$ cat src/rtl/tcdm_arb_pkg.sv
// Shared definitions for the TCDM bank arbiter and the bank adapter behind it.
// - amo_op_t : atomic opcode carried on every request (same encoding as the adapter)
// - idx_width: bit width needed to hold a requester index
package tcdm_arb_pkg;

  typedef enum logic [3:0] {
    AMONone = 4'h0,
    AMOSwap = 4'h1,
    AMOAdd  = 4'h2,
    AMOAnd  = 4'h3,
    AMOOr   = 4'h4,
    AMOXor  = 4'h5,
    AMOMax  = 4'h6,
    AMOMaxu = 4'h7,
    AMOMin  = 4'h8,
    AMOMinu = 4'h9,
    AMOLR   = 4'hA,
    AMOSC   = 4'hB
  } amo_op_t;

  // A single requester still needs one bit so index types never collapse to zero width.
  function automatic int unsigned idx_width(int unsigned n);
    return (n > 1) ? $clog2(n) : 1;
  endfunction

endpackage

$ cat src/rtl/fifo_v3.sv
// Small synchronous FIFO without fall-through: data_o shows the current head,
// a push becomes visible one cycle later.
// Ports: clk_i/rst_ni clock and async active-low reset; push_i/data_i write side;
//        pop_i/data_o read side; full_o/empty_o status.
// Pushes while full and pops while empty are ignored. DEPTH must be a power of 2
// so the pointers wrap for free.
module fifo_v3 #(
  parameter  int unsigned DATA_WIDTH = 2,
  parameter  int unsigned DEPTH      = 4,
  localparam int unsigned AddrW      = (DEPTH > 1) ? $clog2(DEPTH) : 1
) (
  input  logic                  clk_i,
  input  logic                  rst_ni,
  output logic                  full_o,
  output logic                  empty_o,
  input  logic [DATA_WIDTH-1:0] data_i,
  input  logic                  push_i,
  output logic [DATA_WIDTH-1:0] data_o,
  input  logic                  pop_i
);

  logic [DATA_WIDTH-1:0] mem [DEPTH];
  logic [AddrW-1:0]      wr_ptr_reg, rd_ptr_reg;
  logic [AddrW:0]        count_reg;
  logic                  do_push, do_pop;

  assign full_o  = (count_reg == (AddrW+1)'(DEPTH));
  assign empty_o = (count_reg == '0);
  assign do_push = push_i && !full_o;
  assign do_pop  = pop_i && !empty_o;
  assign data_o  = mem[rd_ptr_reg];

  always_ff @(posedge clk_i or negedge rst_ni) begin
    if (!rst_ni) begin
      wr_ptr_reg <= '0;
      rd_ptr_reg <= '0;
      count_reg  <= '0;
    end else begin
      if (do_push) wr_ptr_reg <= wr_ptr_reg + AddrW'(1);
      if (do_pop)  rd_ptr_reg <= rd_ptr_reg + AddrW'(1);
      case ({do_push, do_pop})
        2'b10:   count_reg <= count_reg + (AddrW+1)'(1);
        2'b01:   count_reg <= count_reg - (AddrW+1)'(1);
        default: count_reg <= count_reg;
      endcase
    end
  end

  // Storage carries no reset: contents are only read behind a non-zero count.
  always_ff @(posedge clk_i) begin
    if (do_push) mem[wr_ptr_reg] <= data_i;
  end

endmodule

$ cat src/rtl/rr_sticky_arbiter.sv
// Round-robin arbiter with a sticky grant.
// Ports: clk_i/rst_ni clock and async active-low reset; eligible per-requester
//        request mask; ready downstream accept; valid grant presented;
//        winner index of the granted requester.
// The search starts at rr_ptr and wraps. Once a grant is presented and not
// accepted, the winner is frozen until the handshake so the downstream side
// sees a stable request even if the pointer or the mask changes.
module rr_sticky_arbiter
  import tcdm_arb_pkg::*;
#(
  parameter  int unsigned NumIn = 4,
  localparam int unsigned IdxW  = idx_width(NumIn)
) (
  input  logic             clk_i,
  input  logic             rst_ni,
  input  logic [NumIn-1:0] eligible,
  input  logic             ready,
  output logic             valid,
  output logic [IdxW-1:0]  winner
);

  typedef logic [IdxW-1:0] idx_t;

  idx_t        rr_ptr_reg, rr_ptr_next;
  idx_t        lock_idx_reg, lock_idx_next;
  logic        lock_reg, lock_next;
  idx_t        search_idx;
  logic        found;
  int unsigned cand;

  // First eligible index at or after rr_ptr, cyclic.
  always_comb begin
    search_idx = rr_ptr_reg;
    found      = 1'b0;
    cand       = 0;
    for (int unsigned k = 0; k < NumIn; k++) begin
      cand = 32'(rr_ptr_reg) + k;
      if (cand >= NumIn) cand = cand - NumIn;
      if (!found && eligible[cand[IdxW-1:0]]) begin
        search_idx = cand[IdxW-1:0];
        found      = 1'b1;
      end
    end
  end

  assign winner = lock_reg ? lock_idx_reg : search_idx;
  // Equals |eligible when unlocked; when locked it follows the held requester only.
  assign valid  = eligible[winner];

  always_comb begin
    rr_ptr_next   = rr_ptr_reg;
    lock_next     = valid && !ready;
    lock_idx_next = lock_idx_reg;
    if (valid && !ready) lock_idx_next = winner;
    if (valid && ready) begin
      rr_ptr_next = (winner == idx_t'(NumIn - 1)) ? '0 : winner + idx_t'(1);
    end
  end

  always_ff @(posedge clk_i or negedge rst_ni) begin
    if (!rst_ni) begin
      rr_ptr_reg   <= '0;
      lock_reg     <= 1'b0;
      lock_idx_reg <= '0;
    end else begin
      rr_ptr_reg   <= rr_ptr_next;
      lock_reg     <= lock_next;
      lock_idx_reg <= lock_idx_next;
    end
  end

endmodule

$ cat src/rtl/tcdm_bank_arbiter.sv
// Shares one TCDM bank adapter between NumIn requesters.
// Ports: clk_i/rst_ni clock and async active-low reset;
//        req_*   per-requester valid/ready request channel (addr, amo, write, wdata, be, meta);
//        rsp_*   per-requester response valid/ready, shared rdata/meta;
//        bank_*  muxed request towards the adapter;
//        bank_rsp_* in-order response from the adapter.
// An ID FIFO remembers which requester owns each in-flight request; the adapter
// answers in order, so the FIFO head names the owner of the current response.
// Both paths are purely combinational: no cycles are added.
module tcdm_bank_arbiter
  import tcdm_arb_pkg::*;
#(
  parameter  int unsigned NumIn          = 4,
  parameter  int unsigned AddrWidth      = 32,
  parameter  int unsigned DataWidth      = 32,
  parameter  int unsigned MaxOutstanding = 4,
  parameter  type         metadata_t     = logic,
  localparam int unsigned BeWidth        = DataWidth / 8
) (
  input  logic                            clk_i,
  input  logic                            rst_ni,
  input  logic      [NumIn-1:0]           req_valid_i,
  output logic      [NumIn-1:0]           req_ready_o,
  input  logic      [NumIn-1:0][AddrWidth-1:0] req_addr_i,
  input  amo_op_t   [NumIn-1:0]           req_amo_i,
  input  logic      [NumIn-1:0]           req_write_i,
  input  logic      [NumIn-1:0][DataWidth-1:0] req_wdata_i,
  input  logic      [NumIn-1:0][BeWidth-1:0]   req_be_i,
  input  metadata_t [NumIn-1:0]           req_meta_i,
  output logic      [NumIn-1:0]           rsp_valid_o,
  input  logic      [NumIn-1:0]           rsp_ready_i,
  output logic      [DataWidth-1:0]       rsp_rdata_o,
  output metadata_t                       rsp_meta_o,
  output logic                            bank_valid_o,
  input  logic                            bank_ready_i,
  output logic      [AddrWidth-1:0]       bank_addr_o,
  output amo_op_t                         bank_amo_o,
  output logic                            bank_write_o,
  output logic      [DataWidth-1:0]       bank_wdata_o,
  output logic      [BeWidth-1:0]         bank_be_o,
  output metadata_t                       bank_meta_o,
  input  logic                            bank_rsp_valid_i,
  output logic                            bank_rsp_ready_o,
  input  logic      [DataWidth-1:0]       bank_rsp_rdata_i,
  input  metadata_t                       bank_rsp_meta_i
);

  localparam int unsigned IdxW = idx_width(NumIn);
  typedef logic [IdxW-1:0] idx_t;

  idx_t             winner;
  idx_t             head;
  logic             fifo_full, fifo_empty;
  logic [NumIn-1:0] eligible;
  logic             req_hs, rsp_hs;

  // A full FIFO blocks every requester, even if a response drains it this
  // cycle; this also guarantees the sticky lock is never taken while full.
  assign eligible = fifo_full ? '0 : req_valid_i;

  rr_sticky_arbiter #(
    .NumIn(NumIn)
  ) i_arb (
    .clk_i   (clk_i),
    .rst_ni  (rst_ni),
    .eligible(eligible),
    .ready   (bank_ready_i),
    .valid   (bank_valid_o),
    .winner  (winner)
  );

  assign req_hs = bank_valid_o && bank_ready_i;

  // Fields are zeroed while idle so the adapter never sees stale requester data.
  always_comb begin
    bank_addr_o  = '0;
    bank_amo_o   = AMONone;
    bank_write_o = 1'b0;
    bank_wdata_o = '0;
    bank_be_o    = '0;
    bank_meta_o  = '0;
    if (bank_valid_o) begin
      bank_addr_o  = req_addr_i[winner];
      bank_amo_o   = req_amo_i[winner];
      bank_write_o = req_write_i[winner];
      bank_wdata_o = req_wdata_i[winner];
      bank_be_o    = req_be_i[winner];
      bank_meta_o  = req_meta_i[winner];
    end
  end

  fifo_v3 #(
    .DATA_WIDTH(IdxW),
    .DEPTH     (MaxOutstanding)
  ) i_id_fifo (
    .clk_i  (clk_i),
    .rst_ni (rst_ni),
    .full_o (fifo_full),
    .empty_o(fifo_empty),
    .data_i (winner),
    .push_i (req_hs),
    .data_o (head),
    .pop_i  (rsp_hs)
  );

  assign bank_rsp_ready_o = rsp_ready_i[head] && !fifo_empty;
  assign rsp_hs           = bank_rsp_valid_i && bank_rsp_ready_o;
  assign rsp_rdata_o      = bank_rsp_rdata_i;
  assign rsp_meta_o       = bank_rsp_meta_i;

  for (genvar gi = 0; gi < NumIn; gi++) begin : g_port
    assign req_ready_o[gi] = req_hs && (winner == idx_t'(gi));
    assign rsp_valid_o[gi] = bank_rsp_valid_i && !fifo_empty && (head == idx_t'(gi));
  end

  // A response with nothing in flight means the adapter and this block disagree.
  assert property (@(posedge clk_i) disable iff (!rst_ni) !(bank_rsp_valid_i && fifo_empty))
    else $fatal(1, "tcdm_bank_arbiter: response received with empty ID FIFO");

endmodule

$ cat config.mk
export PLATFORM = sky130hd
export DESIGN_NAME = tcdm_bank_arbiter
export DESIGN_NICKNAME = d
export VERILOG_FILES = /design/src/rtl/tcdm_arb_pkg.sv /design/src/rtl/fifo_v3.sv /design/src/rtl/rr_sticky_arbiter.sv /design/src/rtl/tcdm_bank_arbiter.sv
export SDC_FILE = /design/constraint.sdc
export NUM_CORES = 1
export LEC_CHECK = 0
export CAP_MARGIN = 20
export CORE_AREA = 8 8 170 172
export DETAILED_ROUTE_END_ITERATION = 16
export DIE_AREA = 0 0 178 180
export PLACE_DENSITY_LB_ADDON = 0.12
export SYNTH_ARGS = -nofsm -noshare
export SYNTH_HDL_FRONTEND = slang
export SYNTH_SLANG_ARGS = --single-unit
$ cat constraint.sdc
create_clock -name clk_i -period 5.12 [get_ports clk_i]
set_input_delay 1.28 -clock clk_i [delete_from_list [all_inputs] [get_ports clk_i]]
set_output_delay 1.28 -clock clk_i [all_outputs]
set_load 0.005 [all_outputs]
=== Yosys cells after proc, flatten, opt, wreduce, memory -nomap -nowiden ===
Memory sizes are Yosys's and may differ from the RTL's.
Cells that the tools add are included.

* Register bits after elaboration: 12
* Memory bits (writable): 8
* Output and inout bits: 117
* Logic and storage cells: 113
* Memories kept: 1

* Add/sub/neg operators: 12
* $lt $le $gt $ge: 10
* Eq/ne operators: 9
* Multiplexer cells: 47
* Reductions and logical operators: 28

{| class="wikitable"
|+ Memories
! name !! depth !! width !! rd ports !! clocked after Yosys merged registers in !! wr ports !! RTL line !! RTL
|-
| i_id_fifo.mem || 4 || 2 || 1 || 0 || 1 || fifo_v3.sv:22 || <nowiki>logic [DATA_WIDTH-1:0] mem [DEPTH];</nowiki>
|}

{| class="wikitable"
|+ Operators with widths
! kind !! number
|-
| 32-bit binary-select mux with 2-bit select || 2
|-
| 32-bit 2-to-1 mux || 4
|-
| 2-bit 2-to-1 mux || 10
|-
| 4-bit 2-to-1 mux || 5
|-
| 1-bit logical AND || 18
|-
| 2-bit by 3-bit less-than comparator with 1-bit output (second input constant) || 6
|-
| 1-bit binary-select mux with 2-bit select || 8
|-
| 4-bit binary-select mux with 2-bit select || 2
|-
| 1-bit 2-to-1 mux || 15
|-
| 2-bit equality test (second input constant) || 5
|-
| 3-bit greater-or-equal comparator (second input constant) || 3
|-
| 2-bit by 1-bit subtractor with 2-bit output (second input constant) || 4
|-
| 2-bit by 1-bit adder with 2-bit output (second input constant) || 3
|-
| 2-bit by 2-bit adder with 3-bit output (second input constant) || 2
|-
| 2-bit by 1-bit equality test with 1-bit output (second input constant) || 3
|-
| 1-bit zero test || 6
|-
| 3-bit one-hot mux with 2 select lines || 1
|-
| 2-bit zero test || 2
|-
| 2-bit by 1-bit adder with 3-bit output (second input constant) || 1
|-
| 3-bit by 1-bit adder with 3-bit output (second input constant) || 1
|-
| 3-bit equality test (second input constant) || 1
|-
| 2-bit by 3-bit greater-or-equal comparator with 1-bit output (second input constant) || 1
|-
| 3-bit zero test || 1
|-
| 3-bit by 1-bit subtractor with 3-bit output (second input constant) || 1
|-
| 2-bit nonzero test || 1
|}

=== Logic depth before layout (Yosys ltp) ===
* Word-level depth: 21
* Gate-level depth with buffers: 14
* Mapped depth without buffers: 12

=== Modules after synthesis ===
Synthesis repeated with hierarchy kept, for this count alone.

* Cells, all modules: 404
* Area, all modules: 3877.5 µm²

{| class="wikitable"
|+ Modules (own cells, without submodules)
! module !! times used !! cells each !! area each (µm²) !! sequential area each (µm²)
|-
| tcdm_bank_arbiter || 1 || 309 || 2707.6 || 0.0
|-
| fifo_v3 || 1 || 47 || 725.7 || 415.4
|-
| rr_sticky_arbiter || 1 || 48 || 444.2 || 125.1
|}

=== Worst setup path before layout ===
Ideal clock, no wire load.

* Path kind: input to output
* Start point: input req_valid_i[2]
* End point: output req_ready_o[1]
* Data arrival time: 3265 ps
* Required time: 3840 ps
* Path slack: 575 ps
* Stages: 8
* Cells stage by stage: or3b_2 a211o_1 and2_4 o21a_1 nor2_4 clkbuf_1 ha_1 and3_1

* Cells in the longest elaborated chain, start to end: 18
* Elaborated cells between the ends (all ways): 28
* Classes of those cells: 1 x eq/ne; 19 x mux; 8 x reduce/logical

{| class="wikitable"
|+ RTL lines
! element !! RTL line !! RTL
|-
| from (decl) || tcdm_bank_arbiter.sv:22 || <nowiki>input logic [NumIn-1:0] req_valid_i,</nowiki>
|-
| 4-bit 2-to-1 mux * || tcdm_bank_arbiter.sv:59 || <nowiki>assign eligible = fifo_full ? '0 : req_valid_i;</nowiki>
|-
| 1-bit binary-select mux with 2-bit select || rr_sticky_arbiter.sv:39 || <nowiki>if (!found && eligible[cand[IdxW-1:0]]) begin</nowiki>
|-
| 1-bit 2-to-1 mux (not written as such) || rr_sticky_arbiter.sv:39 ||
|-
| 1-bit 2-to-1 mux || rr_sticky_arbiter.sv:39 ||
|-
| 1-bit zero test || rr_sticky_arbiter.sv:39 ||
|-
| 1-bit logical AND || rr_sticky_arbiter.sv:39 ||
|-
| 1-bit 2-to-1 mux || rr_sticky_arbiter.sv:39 ||
|-
| 1-bit zero test || rr_sticky_arbiter.sv:39 ||
|-
| [3 not listed] || -- ||
|-
| 1-bit logical AND || rr_sticky_arbiter.sv:39 ||
|-
| 2-bit 2-to-1 mux * || rr_sticky_arbiter.sv:39 ||
|-
| 2-bit 2-to-1 mux * || rr_sticky_arbiter.sv:46 || <nowiki>assign winner = lock_reg ? lock_idx_reg : search_idx;</nowiki>
|-
| named net i_arb.winner[0] || rr_sticky_arbiter.sv:19 || <nowiki>output logic [IdxW-1:0] winner</nowiki>
|-
| 1-bit binary-select mux with 2-bit select || rr_sticky_arbiter.sv:48 || <nowiki>assign valid = eligible[winner];</nowiki>
|-
| 1-bit 2-to-1 mux (not written as such) || rr_sticky_arbiter.sv:48 ||
|-
| 1-bit logical AND || tcdm_bank_arbiter.sv:72 || <nowiki>assign req_hs = bank_valid_o && bank_ready_i;</nowiki>
|-
| 1-bit logical AND * || tcdm_bank_arbiter.sv:112 || <nowiki>assign req_ready_o[gi] = req_hs && (winner == idx_t'(gi));</nowiki>
|-
| to (decl) || tcdm_bank_arbiter.sv:23 || <nowiki>output logic [NumIn-1:0] req_ready_o,</nowiki>
|}

Mark *: on every way through the listed nets, which the timed path passes. The rest lies on a longest branch. The select of a mux whose other input is x is not followed.

=== Worst setup path after layout ===
* Start point: input req_valid_i[3]
* End point: output bank_addr_o[31]

* Cells in the longest elaborated chain, start to end: 17
* Elaborated cells between the ends (all ways): 28
* Classes of those cells: 22 x mux; 6 x reduce/logical

{| class="wikitable"
|+ RTL lines
! element !! RTL line !! RTL
|-
| 4-bit 2-to-1 mux * || tcdm_bank_arbiter.sv:59 ||
|-
| 1-bit binary-select mux with 2-bit select || rr_sticky_arbiter.sv:39 ||
|-
| 1-bit 2-to-1 mux (not written as such) || rr_sticky_arbiter.sv:39 ||
|-
| 1-bit 2-to-1 mux || rr_sticky_arbiter.sv:39 ||
|-
| 1-bit zero test || rr_sticky_arbiter.sv:39 ||
|-
| 1-bit logical AND || rr_sticky_arbiter.sv:39 ||
|-
| 1-bit 2-to-1 mux || rr_sticky_arbiter.sv:39 ||
|-
| 1-bit zero test || rr_sticky_arbiter.sv:39 ||
|-
| 1-bit logical AND || rr_sticky_arbiter.sv:39 ||
|-
| 1-bit 2-to-1 mux || rr_sticky_arbiter.sv:39 ||
|-
| 1-bit zero test || rr_sticky_arbiter.sv:39 ||
|-
| 1-bit logical AND || rr_sticky_arbiter.sv:39 ||
|-
| 2-bit 2-to-1 mux || rr_sticky_arbiter.sv:39 ||
|-
| 2-bit 2-to-1 mux || rr_sticky_arbiter.sv:46 ||
|-
| 32-bit binary-select mux with 2-bit select or 1-bit binary-select mux with 2-bit select (tied branches) || tcdm_bank_arbiter.sv:83, rr_sticky_arbiter.sv:48 ||
|-
| 32-bit 2-to-1 mux (not written as such) or 1-bit 2-to-1 mux (tied branches) || tcdm_bank_arbiter.sv:83, rr_sticky_arbiter.sv:48 ||
|-
| 32-bit 2-to-1 mux * || tcdm_bank_arbiter.sv:82 || <nowiki>if (bank_valid_o) begin</nowiki>
|-
| to (decl) || tcdm_bank_arbiter.sv:36 || <nowiki>output logic [AddrWidth-1:0] bank_addr_o,</nowiki>
|}

Every way passes the cells marked *; elsewhere a longest branch is shown, timed or not. The select of a mux whose other input is x is not followed.

==> flow_metrics.tcl <==
set metrics [dict create \
    status "completed" \
    antenna_found_initial 4 \
    critical_path.most_common_cell "buf_6" \
    slew_violations 0 \
    maxCapViolCount 0 \
    crit_required_ps 3840 \
    crit_buf_inv 6 \
    drc 0 \
    grt_max_degree 63 \
    syn2layout_area_growth_pct 107.5 \
    critPathTopFamily "compound AO/OA/AOI/OAI gates" \
    worst_path_largest_cell_delay_ps 370 \
    synth-seq-cells 20 \
    grt_pass1_wl_mm 45.50 \
    worstPathCellList "buf_2 -> buf_6 -> mux2_4 -> o211ai_1 -> a21boi_2 -> o31a_2 -> a211oi_4 -> a221oi_4 -> buf_6 -> buf_12 -> buf_16 -> and3_1 -> dlygate4sd2_1" \
    ant_nets 0 \
    fmax_mhz 199.1 \
    clk_latency_ps 260 \
    syn_area_um2 4523 \
    power.leakage_nw 4.388 \
    die_h_um 180 \
    ios 458 \
    synthDistinctLibCells 63 \
    place_ws_ps -563.5 \
    rsz0062_at_grt "false" \
    worst-slew-pin-transition_ps 615.2 \
    dieArea_um2 32040 \
    first_pass_iters 4 \
    holdPathStages 1 \
    start_util_pct 17.17 \
    place_inst 1472 \
    grt_overflow_total 0 \
    drtIter0Drc 288 \
    dpl.hpwl_mm 25.95 \
    cts_tree "done" \
    finalNonFillerCells 1505 \
    grt_use_total_pct 18.74 \
    largest_reg_flops 8 \
    netlist_instances 769 \
    cp-startpoint "req_valid_i[3]" \
    port-buffer-count 391 \
    ir_drop_v 0.0005014 \
    place.gp.congestion 0.8223 \
    wirelength_mm 31.61 \
    drive_gt1_share_pct 13.60 \
    r2r_start "i_arb.lock_reg" \
    numClockSinks 20 \
    worst_slack_ps 97.43 \
    cts.clk_slew.worst_paths_ps 60 \
    htreeDepth 1 \
    start_kind "primary input" \
    die_x_um 178 \
    cts_buffers 3 \
    hold_viol 0 \
    core_area_um2 26350 \
    root_buffer "clkbuf_16" \
    avgSynthCellArea_um2 5.882 \
    yosysWarnings 0 \
    r2r_end "i_id_fifo.count_reg[2]" \
    synth_seq_area_share_pct 11.95 \
    async_flop_share_pct 60.00 \
    nNetsFinal 1514 \
    hold_class "reg -> reg" \
    slowest_stage "o31a_2" \
    cp-end-kind "primary output" \
    grt_pass1_vias 6960 \
    cp.arrival_ps 3740 \
    num_vias 6697 \
    min_from "i_id_fifo.count_reg[2]" \
    cp_max_fo 11 \
    fin_worst_skew_ps 2.430 \
    fin_crit_ps 5023 \
    synth-edff-count 8 \
    max-slew-margin-rel_pct 58.86 \
    fp-row-count 60 \
    wl_per_cell_um 21.00 \
    whs_endpoint "i_id_fifo.count_reg[2]" \
    power.density_nw_per_um2 836.3 \
    setup_viol 0 \
    period_share_pct 98.10 \
    clk_path_buf_depth 2 \
    postSynth.topFlopCell "dfrtp_1" \
    path_class "in -> out" \
    r2r.worst_path.cells 15 \
    vias_per_cell 4.450 \
    rrSetupSlack_ps 1350 \
    synth_nets 1120 \
]
[cell usage in the layout (no fill, tap or decap), types with 3 or more instances in the layout]
master | Yosys | routed
nand3_1 | 150 | 145
mux4_2 | 3 | 3
buf_6 | 2 | 11
nand3_2 | 0 | 5
xor2_1 | 3 | 3
dfrtp_1 | 12 | 12
mux2i_1 | 3 | 3
xnor2_1 | 3 | 3
and2_1 | 3 | 3
clkbuf_16 | 0 | 3
and3_4 | 0 | 4
nand2b_1 | 4 | 4
a21oi_1 | 4 | 4
clkdlybuf4s15_2 | 0 | 4
o21ai_0 | 4 | 4
nor3_1 | 5 | 4
dlygate4sd2_1 | 0 | 55
ha_1 | 9 | 9
mux2_2 | 4 | 3
nand2_1 | 305 | 304
clkdlybuf4s50_1 | 0 | 310
inv_1 | 11 | 11
buf_4 | 36 | 64
buf_2 | 15 | 11
clkdlybuf4s15_1 | 0 | 6
edfxtp_1 | 8 | 8
nor2_1 | 8 | 8
o211ai_1 | 4 | 4
buf_12 | 0 | 16
and3_1 | 83 | 79
[Yosys cell counts (all sizes together) (2+ instances only)]
cell / n / share of area [%]
nor3: 5 / 0.55
a21oi: 5 / 0.64
edfxtp: 8 / 5.3
o31ai: 3 / 0.50
nor2b: 2 / 0.28
a21o: 2 / 0.33
mux2: 4 / 1.0
clkbuf: 36 / 3.0
mux2i: 3 / 0.66
nand2: 305 / 25
inv: 13 / 1.1
xor2: 3 / 0.58
o211ai: 4 / 0.66
or3b: 4 / 0.77
nand2b: 4 / 0.55
xnor2: 3 / 0.58
a211oi: 3 / 0.61
and2: 5 / 0.80
nor2: 9 / 0.91
o21ai: 6 / 0.91
nor3b: 2 / 0.44
ha: 9 / 2.5
a22oi: 3 / 1.1
nand3: 150 / 17
dfrtp: 12 / 6.6
buf: 59 / 9.9
and3: 83 / 11
and3b: 2 / 0.39
mux4: 3 / 1.5
[worst reg2reg max path: stages (launching register included)]
cell      delay (ps)
dfrtp_1          530
or4b_1           590
o311ai_4         130
buf_4            180
a22oi_4           60
o21ai_4          130
buf_4            180
buf_12           200
mux2_2           400
a21oi_2          190
ha_1             200
inv_1             70
fa_1             420
xor2_1           150
nor2_1           120
xor2_1           150
[worst max path at each step]
stage | endpoint | slack [ps] | cells past startpoint
after detailed placement | bank_addr_o[31] | -560 | 10
after global routing | bank_wdata_o[17] | 6 | 13
after global placement | bank_addr_o[31] | -580 | 10
final | bank_addr_o[31] | 100 | 13
after CTS | bank_wdata_o[7] | -90 | 12
after floorplan | req_ready_o[1] | 580 | 8
[through the flow]
step,cell area [µm²],total power [mW],hold slack (ps),util (%),TNS (ps)
after global routing,9384,8.568,565.4,35.61,0
after CTS,9319,7.906,525.7,35.37,-93.86
final,9384,7.848,526.5,35.61,0
after floorplan,4523,3.756,478.4,-,0
after detailed placement,8926,7.473,514.9,33.87,-38930
after global placement,8926,7.504,511.4,33.87,-39580
[routing by layer]
metal	wire length, µm	share of wire [%]	vias to the layer above	GRT usage, %
met1	12010	38	3085	20.49
met5	27	0.085	-	0
met4	381	1.2	4	3.302
li1	-	-	3350	-
met2	16630	53	237	34.47
met3	2556	8.1	21	6.266
[cells by family after synthesis]
logic type	after synthesis	synth area share [%]
mux	10	3.153
simple gates	575	58.87
xor+xnor	6	1.162
fa+ha+maj	10	2.932
flops	20	11.95
compound gates	40	7.939
buf+inv	108	14.00
[power breakdown]
group	internal (mW)	switching (mW)	leakage, nW	total (mW)
clock network	0.155	0.0642	0.0511	0.220
logic	3.60	3.70	4.13	7.30
registers	0.253	0.0723	0.209	0.325
[cell type report]
class,instances,area (µm²)
antenna,2,5.005
sequential,20,540.5
clock inverter,1,30.03
timing repair buffer,484,4777
inverter,13,53.80
fill,2903,16970
tap,341,426.7
multi-input combinational,641,3476
clock buffer,3,75.07
[timing repair]
item,CTS,global route
setup buffers,18,7
gates resized for setup,175,11
gates cloned,2,1
hold buffers,0,0
setup endpoints to repair,79,27
pin swaps,12,8
Power figures use the tool's default switching activity.
